`src/rtl/lockstep_fault_monitor.sv`:
```
// Lockstep checker for the dual-ALU pair. It registers the XOR syndrome of the two ALUs,
// debounces consecutive mismatches into a latched fault and pulses an interrupt on entry.
module lockstep_fault_monitor #(
  parameter int unsigned CONFIRM_N = 2,
  parameter int unsigned CNT_W     = 16
) (
  input  logic             wb_clk_i,
  input  logic             wb_rst_i,
  input  logic             sample_valid,
  input  logic [7:0]       alu_out1,
  input  logic [7:0]       alu_out2,
  input  logic             carry1,
  input  logic             carry2,
  input  logic [1:0]       alu_sel1,
  input  logic [1:0]       alu_sel2,
  input  logic             fault_clr,
  output logic             fault_o,
  output logic             suspect_o,
  output logic             irq_o,
  output logic [7:0]       syn_x,
  output logic             syn_y,
  output logic             syn_sel_err,
  output logic [CNT_W-1:0] sample_cnt,
  output logic [CNT_W-1:0] mismatch_cnt
);

  typedef enum logic [1:0] {
    ST_OK      = 2'd0,
    ST_SUSPECT = 2'd1,
    ST_FAULT   = 2'd2
  } state_t;

  localparam logic [3:0]       CONFIRM = 4'(CONFIRM_N);
  localparam logic [CNT_W-1:0] CNT_MAX = '1;
  localparam logic [CNT_W-1:0] CNT_ONE = CNT_W'(1);

  state_t     state;
  logic [3:0] consec;
  logic       v_q;
  logic [7:0] x_q;
  logic       y_q;
  logic       s_q;
  logic       mm_q;

  logic [7:0] x_d;
  logic       y_d;
  logic       s_d;

  assign x_d = alu_out1 ^ alu_out2;
  assign y_d = carry1 ^ carry2;
  assign s_d = (alu_sel1 != alu_sel2);

  assign fault_o   = (state == ST_FAULT);
  assign suspect_o = (state == ST_SUSPECT);

  always_ff @(posedge wb_clk_i) begin
    if (wb_rst_i) begin
      state        <= ST_OK;
      consec       <= 4'd0;
      v_q          <= 1'b0;
      x_q          <= 8'd0;
      y_q          <= 1'b0;
      s_q          <= 1'b0;
      mm_q         <= 1'b0;
      irq_o        <= 1'b0;
      syn_x        <= 8'd0;
      syn_y        <= 1'b0;
      syn_sel_err  <= 1'b0;
      sample_cnt   <= '0;
      mismatch_cnt <= '0;
    end else begin
      // Compare stage: mm_q is formed from the raw inputs so it lines up with v_q/x_q.
      v_q  <= sample_valid;
      x_q  <= x_d;
      y_q  <= y_d;
      s_q  <= s_d;
      mm_q <= sample_valid & ((|x_d) | y_d | s_d);

      if (v_q && (sample_cnt != CNT_MAX))
        sample_cnt <= sample_cnt + CNT_ONE;
      if (mm_q && (mismatch_cnt != CNT_MAX))
        mismatch_cnt <= mismatch_cnt + CNT_ONE;

      irq_o <= 1'b0;

      // Clear wins over any transition the stage-2 sample would cause; counters still count it.
      if (fault_clr) begin
        state       <= ST_OK;
        consec      <= 4'd0;
        syn_x       <= 8'd0;
        syn_y       <= 1'b0;
        syn_sel_err <= 1'b0;
      end else begin
        case (state)
          ST_OK: begin
            if (mm_q) begin
              syn_x       <= x_q;
              syn_y       <= y_q;
              syn_sel_err <= s_q;
              consec      <= 4'd1;
              if (CONFIRM == 4'd1) begin
                state <= ST_FAULT;
                irq_o <= 1'b1;
              end else begin
                state <= ST_SUSPECT;
              end
            end else if (v_q) begin
              consec <= 4'd0;
            end
          end
          ST_SUSPECT: begin
            if (mm_q) begin
              consec <= consec + 4'd1;
              if ((consec + 4'd1) == CONFIRM) begin
                state <= ST_FAULT;
                irq_o <= 1'b1;
              end
            end else if (v_q) begin
              state       <= ST_OK;
              consec      <= 4'd0;
              syn_x       <= 8'd0;
              syn_y       <= 1'b0;
              syn_sel_err <= 1'b0;
            end
          end
          ST_FAULT: begin
            state <= ST_FAULT;
          end
          default: begin
            state  <= ST_OK;
            consec <= 4'd0;
          end
        endcase
      end
    end
  end

endmodule

```
`config.mk`:
```
export PLATFORM = sky130hd
export DESIGN_NAME = lockstep_fault_monitor
export DESIGN_NICKNAME = d
export VERILOG_FILES = /design/src/rtl/lockstep_fault_monitor.sv
export SDC_FILE = /design/constraint.sdc
export NUM_CORES = 1
export LEC_CHECK = 0
export ABC_AREA = 0
export ABC_CLOCK_PERIOD_IN_PS = 3400
export CORE_MARGIN = 5
export CORE_UTILIZATION = 50
export CTS_CLUSTER_DIAMETER = 100
export DETAILED_ROUTE_END_ITERATION = 8
export GPL_TIMING_DRIVEN = 0
export PLACE_DENSITY_LB_ADDON = 0.1
export SLEW_MARGIN = 40
export SYNTH_ARGS = -nofsm -noshare
export SYNTH_HDL_FRONTEND = slang
export SYNTH_SLANG_ARGS = --single-unit
```
`constraint.sdc`:
```
create_clock -name wb_clk_i -period 3.4 [get_ports wb_clk_i]
set_clock_uncertainty 0.2 [all_clocks]
set_input_delay 0.51 -clock wb_clk_i [delete_from_list [all_inputs] [get_ports wb_clk_i]]
set_output_delay 0.51 -clock wb_clk_i [all_outputs]
set_load 0.005 [all_outputs]
```
==> out/results.tsv, run 1 <==
metric	value	unit
status	completed	
p_switching	0.0003184	W
cp.arrival	1.63	ns
endpoint_kind	output port	
clkPwrFrac	39.3	%
reg2reg_from	mismatch_cnt[1]$_SDFFE_PP0P_	
clk_latency	0.33	ns
wl_met2	3235	um
num_rows	27	
cts_buffers	9	
synth_top_area_cell	dfxtp_1	
tns	0	ns
cp_num_buf_inv	3	
first_iter_violations	126	
cp_max_fo	8	
synth-seq-area-share	44.42	%
crit_chain	clkbuf_1, inv_1, nor2_1, clkdlybuf4s50_1	
drive_gt1_share	6.266	%
synthFlopType	dfxtp_1	
ir_drop	0.0002597	V
fin_crit_sh	68.85	%
reg2reg_slack	1.18	ns
min_path_type	reg2reg	
syn_area	0.002749	mm^2
setup_viol	0	
grt_pass1_wl	11430	um
syn_nets	345	
drt-total-wl	6844	um
drv_cap	0	
ctsLongestPathBuffers	2	
top_layer_used	met4	
placedCellCount	457	
fin_ws	1.059	ns
ys_top_cells_by_area	dfxtp_1 (44%), nor2_1 (6.3%), a21oi_1 (4.6%)	
synth_cells	315	
setup.worst_path.class	reg2out	
track_usage	19.28	%
synth_edf_count	0	
cp_slowest_cell	clkdlybuf4s50_1	
rsz0062_at_grt	no	
yosysUniqueCellTypes	44	
seqPwrFrac	52.6	%
worst_pin_slew	0.7848	ns
overflow	0	
drt-met1-wl	3053	um
cp_data_required_time	2.69	ns
slowest_delay	0.51	ns
intPower	0.001090	W
avgSynthCellArea	8.727	um^2
synth.top_cell.area_share	44.42	%
tritoncts	built	
cp-start-kind	flop	
pre_cts_slack	0.8598	ns
antenna_found_initial	0	
met3_wirelength	408	um
insertedDiodeCount	0	
root_buffer	clkbuf_8	
cts.sinks	61	
ant_nets	0	
fin_nets	426	
period_needed	2.341	ns
grt_pass1_vias	2535	
fill_cells	454	
die_h	84.15	um
routabilityCongestion	0.8228	
slew_viol_final	0	
synthArstFlopShare	0	%
critPathTopFamily	buffers and inverters	
reg2reg_to	mismatch_cnt[14]$_SDFFE_PP0P_	
clk_pin_slew_worst_paths	0.06	ns
cts_setup_buffers	0	
power_density	380.0	mW/mm^2
wl_per_cell	14.53	um
area_growth	34.82	%
r2r_cells	5	
min_from	x_q[4]$_SDFF_PP0_	
route.detailed.drc	0	
port_buffers	70	
synth_warnings	0	
hpwlAfterDp	4881	um
h-tree-depth	3	
hold_viol_final	0	
grt_max_degree	11	
whs_endpoint	syn_x[4]$_SDFFE_PP0P_	
fmax	0.4272	GHz
vias	2693	
start_util	50.54	%
combPwrFrac	8.1	%
swShare	22.61	%
relSlewSlack	47.19	%
vias_per_cell	5.718	
cts_hold_buf	0	
fin_cells	471	
core	0.005439	mm^2
ys_ff_latch	61	
leakage	1.259	nW
die_width	84.15	um
ios	71	
min_path_cells	2	
cts_resized	0	
die-area	0.007080	mm^2
first_pass_iters	4	
==> state kept, by name, summed over array words and instances, names as in the netlist <==
register and flops:
syn_sel_err 1, y_q 1, s_q 1, syn_x 8
x_q 8, mismatch_cnt 16, syn_y 1, consec 4
state 2, irq_o 1, mm_q 1, sample_cnt 16
v_q 1
==> synth_stat cells, types with 3 or more instances <==
master,n
a21oi_1,25
o21ai_0,8
or3_1,8
nor2_1,46
nor3_1,10
o41ai_1,3
clkbuf_1,8
nor4_1,4
xnor2_1,11
and3_1,4
buf_1,4
and4_1,4
o31ai_1,9
nand2b_1,4
nand3b_1,4
nand2_1,7
dfxtp_1,61
nor2b_1,7
nand4_1,12
mux2_2,5
or4_1,6
inv_1,6
a211oi_1,5
ha_1,4
nand3_1,14
a31oi_1,5
a22oi_1,10
==> tightest hold or removal path: stages (launching register included) <==
cell and delay [ns]:
dfxtp_1 0.31, a22oi_1 0.06, nor2_1 0.07
==> metrics by stage <==
step | power, W | instance area (um^2) | utilization, % | hold slack, ns
after detailed placement | 0.0008708 | 3540 | 65.08 | 0.2575
after global placement | 0.0008679 | 3540 | 65.08 | 0.2443
after floorplan | 0.0008107 | 2749 | - | 0.2425
after global routing | 0.001468 | 3706 | 68.14 | 0.2956
final | 0.001408 | 3706 | 68.14 | 0.2693
after CTS | 0.001421 | 3706 | 68.14 | 0.2713
==> placed cells by master, fill, tap and decap left out, types with 2 or more instances in the layout <==
master / count
a21o_1: 2
or4_1: 6
nand2_1: 7
o41ai_1: 3
dfxtp_1: 61
nor3_1: 10
nand3b_1: 4
mux2i_1: 2
or3_1: 8
mux2_2: 5
nand2b_1: 4
ha_1: 4
nor2_1: 46
o31ai_1: 9
nor4_1: 4
or2_2: 2
nor2b_1: 7
a21oi_1: 25
a22oi_1: 10
clkbuf_8: 11
xnor2_1: 11
a31oi_1: 5
clkdlybuf4s50_1: 70
clkbuf_1: 10
and4_1: 4
nand3_1: 14
inv_1: 6
a21boi_0: 2
and3_1: 4
o21ai_0: 8
buf_1: 4
a211oi_1: 5
nand4_1: 12
==> final cells by class <==
type                    instances  area (um^2)  share of cell area (%)
repair buffers                 70        700.7                   18.91
clock buffers                  13        158.9                   4.288
plain buffers                  14        55.05                   1.485
flip-flops and latches         61         1221                   32.95
clock inverters                 1        7.507                  0.2026
inverters                       6        22.52                  0.6077
well taps                      72        90.09                   2.431
multi-input cells             234         1450                   39.13
==> cell families after synthesis <==
group                    count (synthesis)  share of synthesized area [%]
AO/OA/AOI/OAI                           72                          16.80
XOR/XNOR                                12                          3.823
flip-flops                              61                          44.42
adder cells (fa/ha/maj)                  4                          1.821
AND/OR/NAND/NOR                        139                          27.54
buffers and inverters                   20                          2.822
multiplexers                             7                          2.776
==> how the worst max path moves through the flow <==
stage                            startpoint                            end  cells after the start
2_1_floorplan  mismatch_cnt[0]$_SDFFE_PP0P_   mismatch_cnt[1]$_SDFFE_PP0P_                      5
3_3_place_gp                       wb_rst_i              x_q[0]$_SDFF_PP0_                      4
3_5_place_dp                       wb_rst_i    sample_cnt[13]$_SDFFE_PP0P_                      4
4_1_cts               state[0]$_SDFFE_PP0P_                      suspect_o                      4
5_1_grt        mismatch_cnt[1]$_SDFFE_PP0P_  mismatch_cnt[14]$_SDFFE_PP0P_                      5
6_report              state[0]$_SDFFE_PP0P_                      suspect_o                      4
==> routing by layer <==
metal / vias to the layer above / global-route usage (%)
met5: - / 0
met4: 0 / 9.503
met3: 14 / 4.907
met2: 77 / 30.49
met1: 1265 / 24.42
li1: 1337 / -
==> power by group through the flow <==
stage | Sequential, W | Clock, W | Combinational [W]
floorplan | 0.000754 | 0 | 0.0000566
global placement | 0.000755 | 0 | 0.000113
detailed placement | 0.000756 | 0 | 0.000115
CTS | 0.000740 | 0.000565 | 0.000116
global route | 0.000741 | 0.000600 | 0.000126
finish | 0.000740 | 0.000554 | 0.000114
Note: power is estimated with default switching activity, not from simulation.
==> inputs of run 2 (changes only) <==
--- a/config.mk
+++ b/config.mk
@@ -6,9 +6,9 @@
 export NUM_CORES = 1
 export LEC_CHECK = 0
 export ABC_AREA = 0
-export ABC_CLOCK_PERIOD_IN_PS = 3400
+export ABC_CLOCK_PERIOD_IN_PS = 1900
 export CORE_MARGIN = 5
-export CORE_UTILIZATION = 50
+export CORE_UTILIZATION = 44
 export CTS_CLUSTER_DIAMETER = 100
 export DETAILED_ROUTE_END_ITERATION = 8
 export GPL_TIMING_DRIVEN = 0
==> constraint.sdc (replaced) <==
create_clock -name wb_clk_i -period 1.9 [get_ports wb_clk_i]
set_clock_uncertainty 0.2 [all_clocks]
set_input_delay 0.285 -clock wb_clk_i [delete_from_list [all_inputs] [get_ports wb_clk_i]]
set_output_delay 0.285 -clock wb_clk_i [all_outputs]
set_load 0.005 [all_outputs]
==> out/results.tsv, run 2 (same netlist as run 1, synthesis figures left out) <==
metric	value	unit	change
route.detailed.drc	0		unchanged
cts_hold_buf	0		unchanged
final_common_cell	clkdlybuf4s50_1		unchanged
overflow	0		unchanged
clk_latency	0.33	ns	about the same
combPwrFrac	7.5	%	was 8.1%
wl_per_cell	15.23	um	was 14.53 um
hold_viol_final	0		unchanged
antenna_found_initial	0		unchanged
most-common-layout-cells	clkdlybuf4s50_1 (68), nor2_1 (45), dfxtp_1 (45)		was clkdlybuf4s50_1 (70), dfxtp_1 (61), nor2_1 (46)
final_util	67.61	%	was 68.14%
fmax	0.5278	GHz	
core	0.005991	mm^2	was 0.005439 mm^2
endpoint_kind	flop		was output port
first_pass_iters	4		unchanged
cp.arrival	1.97	ns	was 1.63 ns
cp_max_fo	7		was 8
tns	0	ns	unchanged
vias	2752		was 2693
routabilityCongestion	0.7845		was 0.8228
setup_viol	0		unchanged
clk_pin_slew_worst_paths	0.07	ns	was 0.06 ns
num_rows	28		was 27
startpoint	consec[0]$_SDFFE_PP0N_		was state[0]$_SDFFE_PP0P_
cp-start-kind	flop		unchanged
grt_pass1_vias	2499		was 2535
die-area	0.007928	mm^2	was 0.007080 mm^2
fin_nets	436		was 426
clkPwrFrac	45.9	%	was 39.3%
fin_hold_ws	0.2632	ns	was 0.2693 ns
seqPwrFrac	46.6	%	was 52.6%
vias_per_cell	5.663		was 5.718
relSlewSlack	67.26	%	was 47.19%
post_dp_cell_area	0.003551	mm^2	was 0.003540 mm^2
ir_drop	0.0005441	V	was 0.0002597 V
reg2reg_slack	0.005	ns	was 1.18 ns
ant_nets	0		unchanged
cts.sinks	61		unchanged
largest_registers	mismatch_cnt: 16 flops, sample_cnt: 16 flops		unchanged
ios	71		unchanged
cts_buffers	9		unchanged
start_util	45.89	%	was 50.54%
h-tree-depth	3		unchanged
hpwlAfterDp	4887	um	was 4881 um
rsz0062_at_grt	yes		was no
root_buffer	clkbuf_8		unchanged
grt_pass1_wl	11720	um	was 11430 um
track_usage	18.92	%	was 19.28%
period_needed	1.895	ns	
p_switching	0.0006422	W	was 0.0003184 W
intPower	0.002191	W	was 0.001090 W
ctsLongestPathBuffers	2		unchanged
total_power	0.002833	W	was 0.001408 W
die_width	89.04	um	was 84.15 um
drive_gt1_share	19.46	%	was 6.266%
first_iter_violations	134		was 126
area_growth	47.34	%	was 34.82%
fill_cells	502		was 454
status	completed		unchanged
min_from	state[1]$_SDFFE_PP0P_		was x_q[4]$_SDFF_PP0_
min_path_type	reg2reg		unchanged
worst_pin_slew	0.4912	ns	was 0.7848 ns
postLayoutCellArea	0.004050	mm^2	was 0.003706 mm^2
cp_data_required_time	1.98	ns	was 2.69 ns
slew_viol_final	0		unchanged
power_density	699.5	mW/mm^2	was 380.0 mW/mm^2
setup.worst_path.class	reg2reg		was reg2out
swShare	22.67	%	was 22.61%
die_h	89.04	um	was 84.15 um
fin_crit_sh	99.71	%	
tritoncts	built		unchanged
leakage	1.476	nW	was 1.259 nW
drv_cap	0		unchanged
insertedDiodeCount	0		unchanged
grt_max_degree	12		was 11
reg2reg_from	consec[0]$_SDFFE_PP0N_		was mismatch_cnt[1]$_SDFFE_PP0P_
drt-total-wl	7402	um	was 6844 um
port_buffers	70		unchanged
[run 2: cell count changes in the layout (fill, tap and decap cells not counted), moves of 3 or more]
cell and change:
dfxtp_1 -16, buf_4 +15, dfxtp_2 +11, clkbuf_1 -8, dfxtp_4 +5, nor4_1 -4
buf_1 -3
[run 2: cell type report]
| class | instances | area, um^2 | area share, % |
|---|---|---|---|
| inverter | 6 | 22.52 | 0.5561 |
| multi-input combinational | 234 | 1594 | 39.36 |
| timing repair buffer | 83 | 803.3 | 19.83 |
| clock buffer | 10 | 137.6 | 3.398 |
| clock inverter | 6 | 86.33 | 2.132 |
| tap | 75 | 93.84 | 2.317 |
| sequential | 61 | 1254 | 30.95 |
| buffer | 11 | 58.81 | 1.452 |
[run 2: through the flow]
step,worst slack [ns],instances
2_1_floorplan,0.01435,315
3_3_place_gp,-0.4587,460
3_5_place_dp,-0.4857,460
4_1_cts,-0.003375,482
5_1_grt,-0.04365,486
6_report,0.005459,486
[run 2: repair_timing]
| item | CTS | global route |
|---|---|---|
| gates resized for setup | 33 | 32 |
| pin swaps | 6 | 8 |
| setup buffers | 7 | 5 |
| cloned | 1 | 0 |
| setup endpoints to repair | 41 | 35 |
[run 2: worst paths after layout]
kind                            to  cells after the start
max          state[1]$_SDFFE_PP0P_                      5
min reg2reg  state[0]$_SDFFE_PP0P_                      1
max reg2reg  state[1]$_SDFFE_PP0P_                      5
min          state[0]$_SDFFE_PP0P_                      1
[run 2: critical path, cell delays in order (launching register included)]
cell and delay [ns]:
dfxtp_2 0.36, ha_2 0.21, or4b_2 0.64, o31ai_2 0.11, and3_1 0.23, a21o_1 0.08
[run 2: power by group through the flow]
| stage | logic (W) | registers (W) | clock network [W] |
|---|---|---|---|
| floorplan | 0.000102 | 0.00135 | 0 |
| global placement | 0.000205 | 0.00135 | 0 |
| detailed placement | 0.000208 | 0.00135 | 0 |
| CTS | 0.000210 | 0.00132 | 0.00131 |
| global route | 0.000234 | 0.00132 | 0.00137 |
| finish | 0.000212 | 0.00132 | 0.00130 |
[run 2: layer usage]
metal  up-vias  share of wire, %  global-route usage (%)  wire [um]
li1       1349                 -                       -          -
met1      1314                44                   24.56       3225
met2        79                49                   30.23       3608
met3        10               6.2                   4.424        457
met4         0               1.5                   7.984        111
met5         -                 0                       0          0
==> inputs of run 3 (changes only) <==
--- a/config.mk
+++ b/config.mk
@@ -13,6 +13,7 @@
 export DETAILED_ROUTE_END_ITERATION = 8
 export GPL_TIMING_DRIVEN = 0
 export PLACE_DENSITY_LB_ADDON = 0.1
+export SETUP_SLACK_MARGIN = 0.2
 export SLEW_MARGIN = 40
 export SYNTH_ARGS = -nofsm -noshare
 export SYNTH_HDL_FRONTEND = slang
==> out/results.tsv, run 3 (same netlist as run 1, synthesis figures left out) <==
metric	value	unit	change
first_iter_violations	86		was 134
area_growth	65.95	%	was 47.34%
tns	0	ns	unchanged
grt_pass1_vias	2664		was 2499
worst_pin_slew	0.3762	ns	was 0.4912 ns
die_width	89.04	um	unchanged
route.detailed.drc	0		unchanged
core	0.005991	mm^2	unchanged
min_from	x_q[2]$_SDFF_PP0_		was state[1]$_SDFFE_PP0P_
reg2reg_slack	0.06	ns	was 0.005 ns
whs_endpoint	syn_x[2]$_SDFFE_PP0P_		was state[0]$_SDFFE_PP0P_
cts_buffers	9		unchanged
total_power	0.002730	W	was 0.002833 W
top_layer_used	met4		unchanged
slowest_delay	0.48	ns	was 0.64 ns
fin_nets	472		was 436
wl_per_cell	16.72	um	was 15.23 um
antenna_found_initial	0		unchanged
root_buffer	clkbuf_8		unchanged
crit_chain	nand4_1, or3_4, or4_1, a21oi_1		was ha_2, or4b_2, o31ai_2, and3_1, a21o_1
vias	3005		was 2752
cp.arrival	1.91	ns	was 1.97 ns
vias_per_cell	5.757		was 5.663
ant_nets	0		unchanged
grt_max_degree	11		was 12
num_rows	28		unchanged
ir_drop	0.0005383	V	was 0.0005441 V
drv_cap	0		unchanged
status	completed		unchanged
track_usage	20.30	%	was 18.92%
ctsLongestPathBuffers	2		unchanged
h-tree-depth	3		unchanged
hold_viol_final	0		unchanged
min_path_type	reg2reg		unchanged
clk_pin_slew_worst_paths	0.07	ns	about the same
clk_latency	0.34	ns	was 0.33 ns
endpoint_kind	flop		unchanged
drt-total-wl	8726	um	was 7402 um
ios	71		unchanged
fmax	0.5432	GHz	was 0.5278 GHz
fin_crit_sh	96.90	%	was 99.71%
period_needed	1.841	ns	was 1.895 ns
pre_cts_slack	-0.4261	ns	was -0.4857 ns
relSlewSlack	74.73	%	was 67.26%
routabilityCongestion	0.8132		was 0.7845
setup.worst_path.class	reg2reg		unchanged
start_util	45.89	%	unchanged
overflow	0		unchanged
setup_viol	0		unchanged
r2r_cells	4		was 5
cts_hold_buf	0		unchanged
reg2reg_to	sample_cnt[13]$_SDFFE_PP0P_		was state[1]$_SDFFE_PP0P_
cts.sinks	61		unchanged
power_density	598.4	mW/mm^2	was 699.5 mW/mm^2
die_h	89.04	um	unchanged
fin_ws	0.05897	ns	was 0.005459 ns
post_dp_cell_area	0.003654	mm^2	was 0.003551 mm^2
rsz0062_at_grt	yes		unchanged
insertedDiodeCount	0		unchanged
drive_gt1_share	34.68	%	was 19.46%
drt-met1-wl	3543	um	was 3225 um
port_buffers	70		unchanged
cp_max_fo	5		was 7
fin_hold_ws	0.2659	ns	was 0.2632 ns
reg2reg_from	sample_cnt[2]$_SDFFE_PP0P_		was consec[0]$_SDFFE_PP0N_
first_pass_iters	4		unchanged
cp_slowest_cell	or4_1		was or4b_2
leakage	2.064	nW	was 1.476 nW
cp-start-kind	flop		unchanged
cp_data_required_time	1.97	ns	was 1.98 ns
wl_met2	4355	um	was 3608 um
final_common_cell	nor2_1		was clkdlybuf4s50_1
min_path_cells	2		was 1
slew_viol_final	0		unchanged
met3_wirelength	548	um	was 457 um
die-area	0.007928	mm^2	unchanged
hpwlAfterDp	4888	um	was 4887 um
grt_pass1_wl	12500	um	was 11720 um
tritoncts	built		unchanged
largest_registers	mismatch_cnt: 16 flops, sample_cnt: 16 flops		unchanged
postLayoutCellArea	0.004562	mm^2	was 0.004050 mm^2
most-common-layout-cells	nor2_1 (43), buf_4 (39), clkdlybuf4s50_1 (31)		was clkdlybuf4s50_1 (68), nor2_1 (45), dfxtp_1 (45)
run 3: cell count changes in the layout (fill, tap and decap cells not counted), sizes merged:
cell	before	now
bufinv	2	1
clkdlybuf4s50	68	31
clkbuf	14	19
nand3	14	15
clkinv	3	1
dlygate4sd2	1	25
inv	6	7
clkinvlp	1	0
dlymetal6s2s	1	13
buf	20	54
run 3: how the worst max path moves through the flow:
stage / startpoint / end / slack, ns / cells past startpoint
after floorplan: v_q$_SDFF_PP0_ / sample_cnt[13]$_SDFFE_PP0P_ / 0.09 / 5
after CTS: v_q$_SDFF_PP0_ / sample_cnt[13]$_SDFFE_PP0P_ / 0.1 / 5
after global placement: wb_rst_i / x_q[0]$_SDFF_PP0_ / -0.41 / 4
after detailed placement: wb_rst_i / sample_cnt[13]$_SDFFE_PP0P_ / -0.43 / 4
final: sample_cnt[2]$_SDFFE_PP0P_ / sample_cnt[13]$_SDFFE_PP0P_ / 0.06 / 4
after global routing: sample_cnt[2]$_SDFFE_PP0P_ / sample_cnt[13]$_SDFFE_PP0P_ / -0.02 / 4
run 3: report_power, final:
part           leakage (nW)  switching [W]  internal, W
clock network         0.110       0.000495     0.000712
logic                  1.43       0.000102     0.000125
registers             0.522      0.0000183      0.00128
run 3: final cells by class:
class	instances	area (um^2)
tap	75	93.84
multi-input combinational	235	1724
inverter	6	22.52
buffer	14	101.3
sequential	61	1331
clock buffer	13	168.9
clock inverter	3	41.29
timing repair buffer	115	1079
fill	437	1429
run 3: metrics by stage:
step | cells | util [%]
after CTS | 502 | 70.99
final | 522 | 76.15
after global routing | 522 | 76.15
after detailed placement | 460 | 60.99
after floorplan | 315 | -
after global placement | 460 | 60.99
run 3: worst max-delay path, delay by kind of cell, from the launching register on:
family,cells,cell delay (ns)
compound gates,1,0.14
flops,1,0.40
simple gates,3,1.03
run 3: metal layers:
layer / up-vias / GRT usage, %
met5: - / 0
met4: 0 / 6.495
met3: 25 / 6.267
met2: 114 / 35.09
met1: 1440 / 24.07
li1: 1426 / -
run 3: repair_timing:
action	in CTS	in global routing
cloned	1	1
pin swaps	16	19
resized for setup	102	50
endpoints found under the setup margin	83	55
buffers inserted	25	19
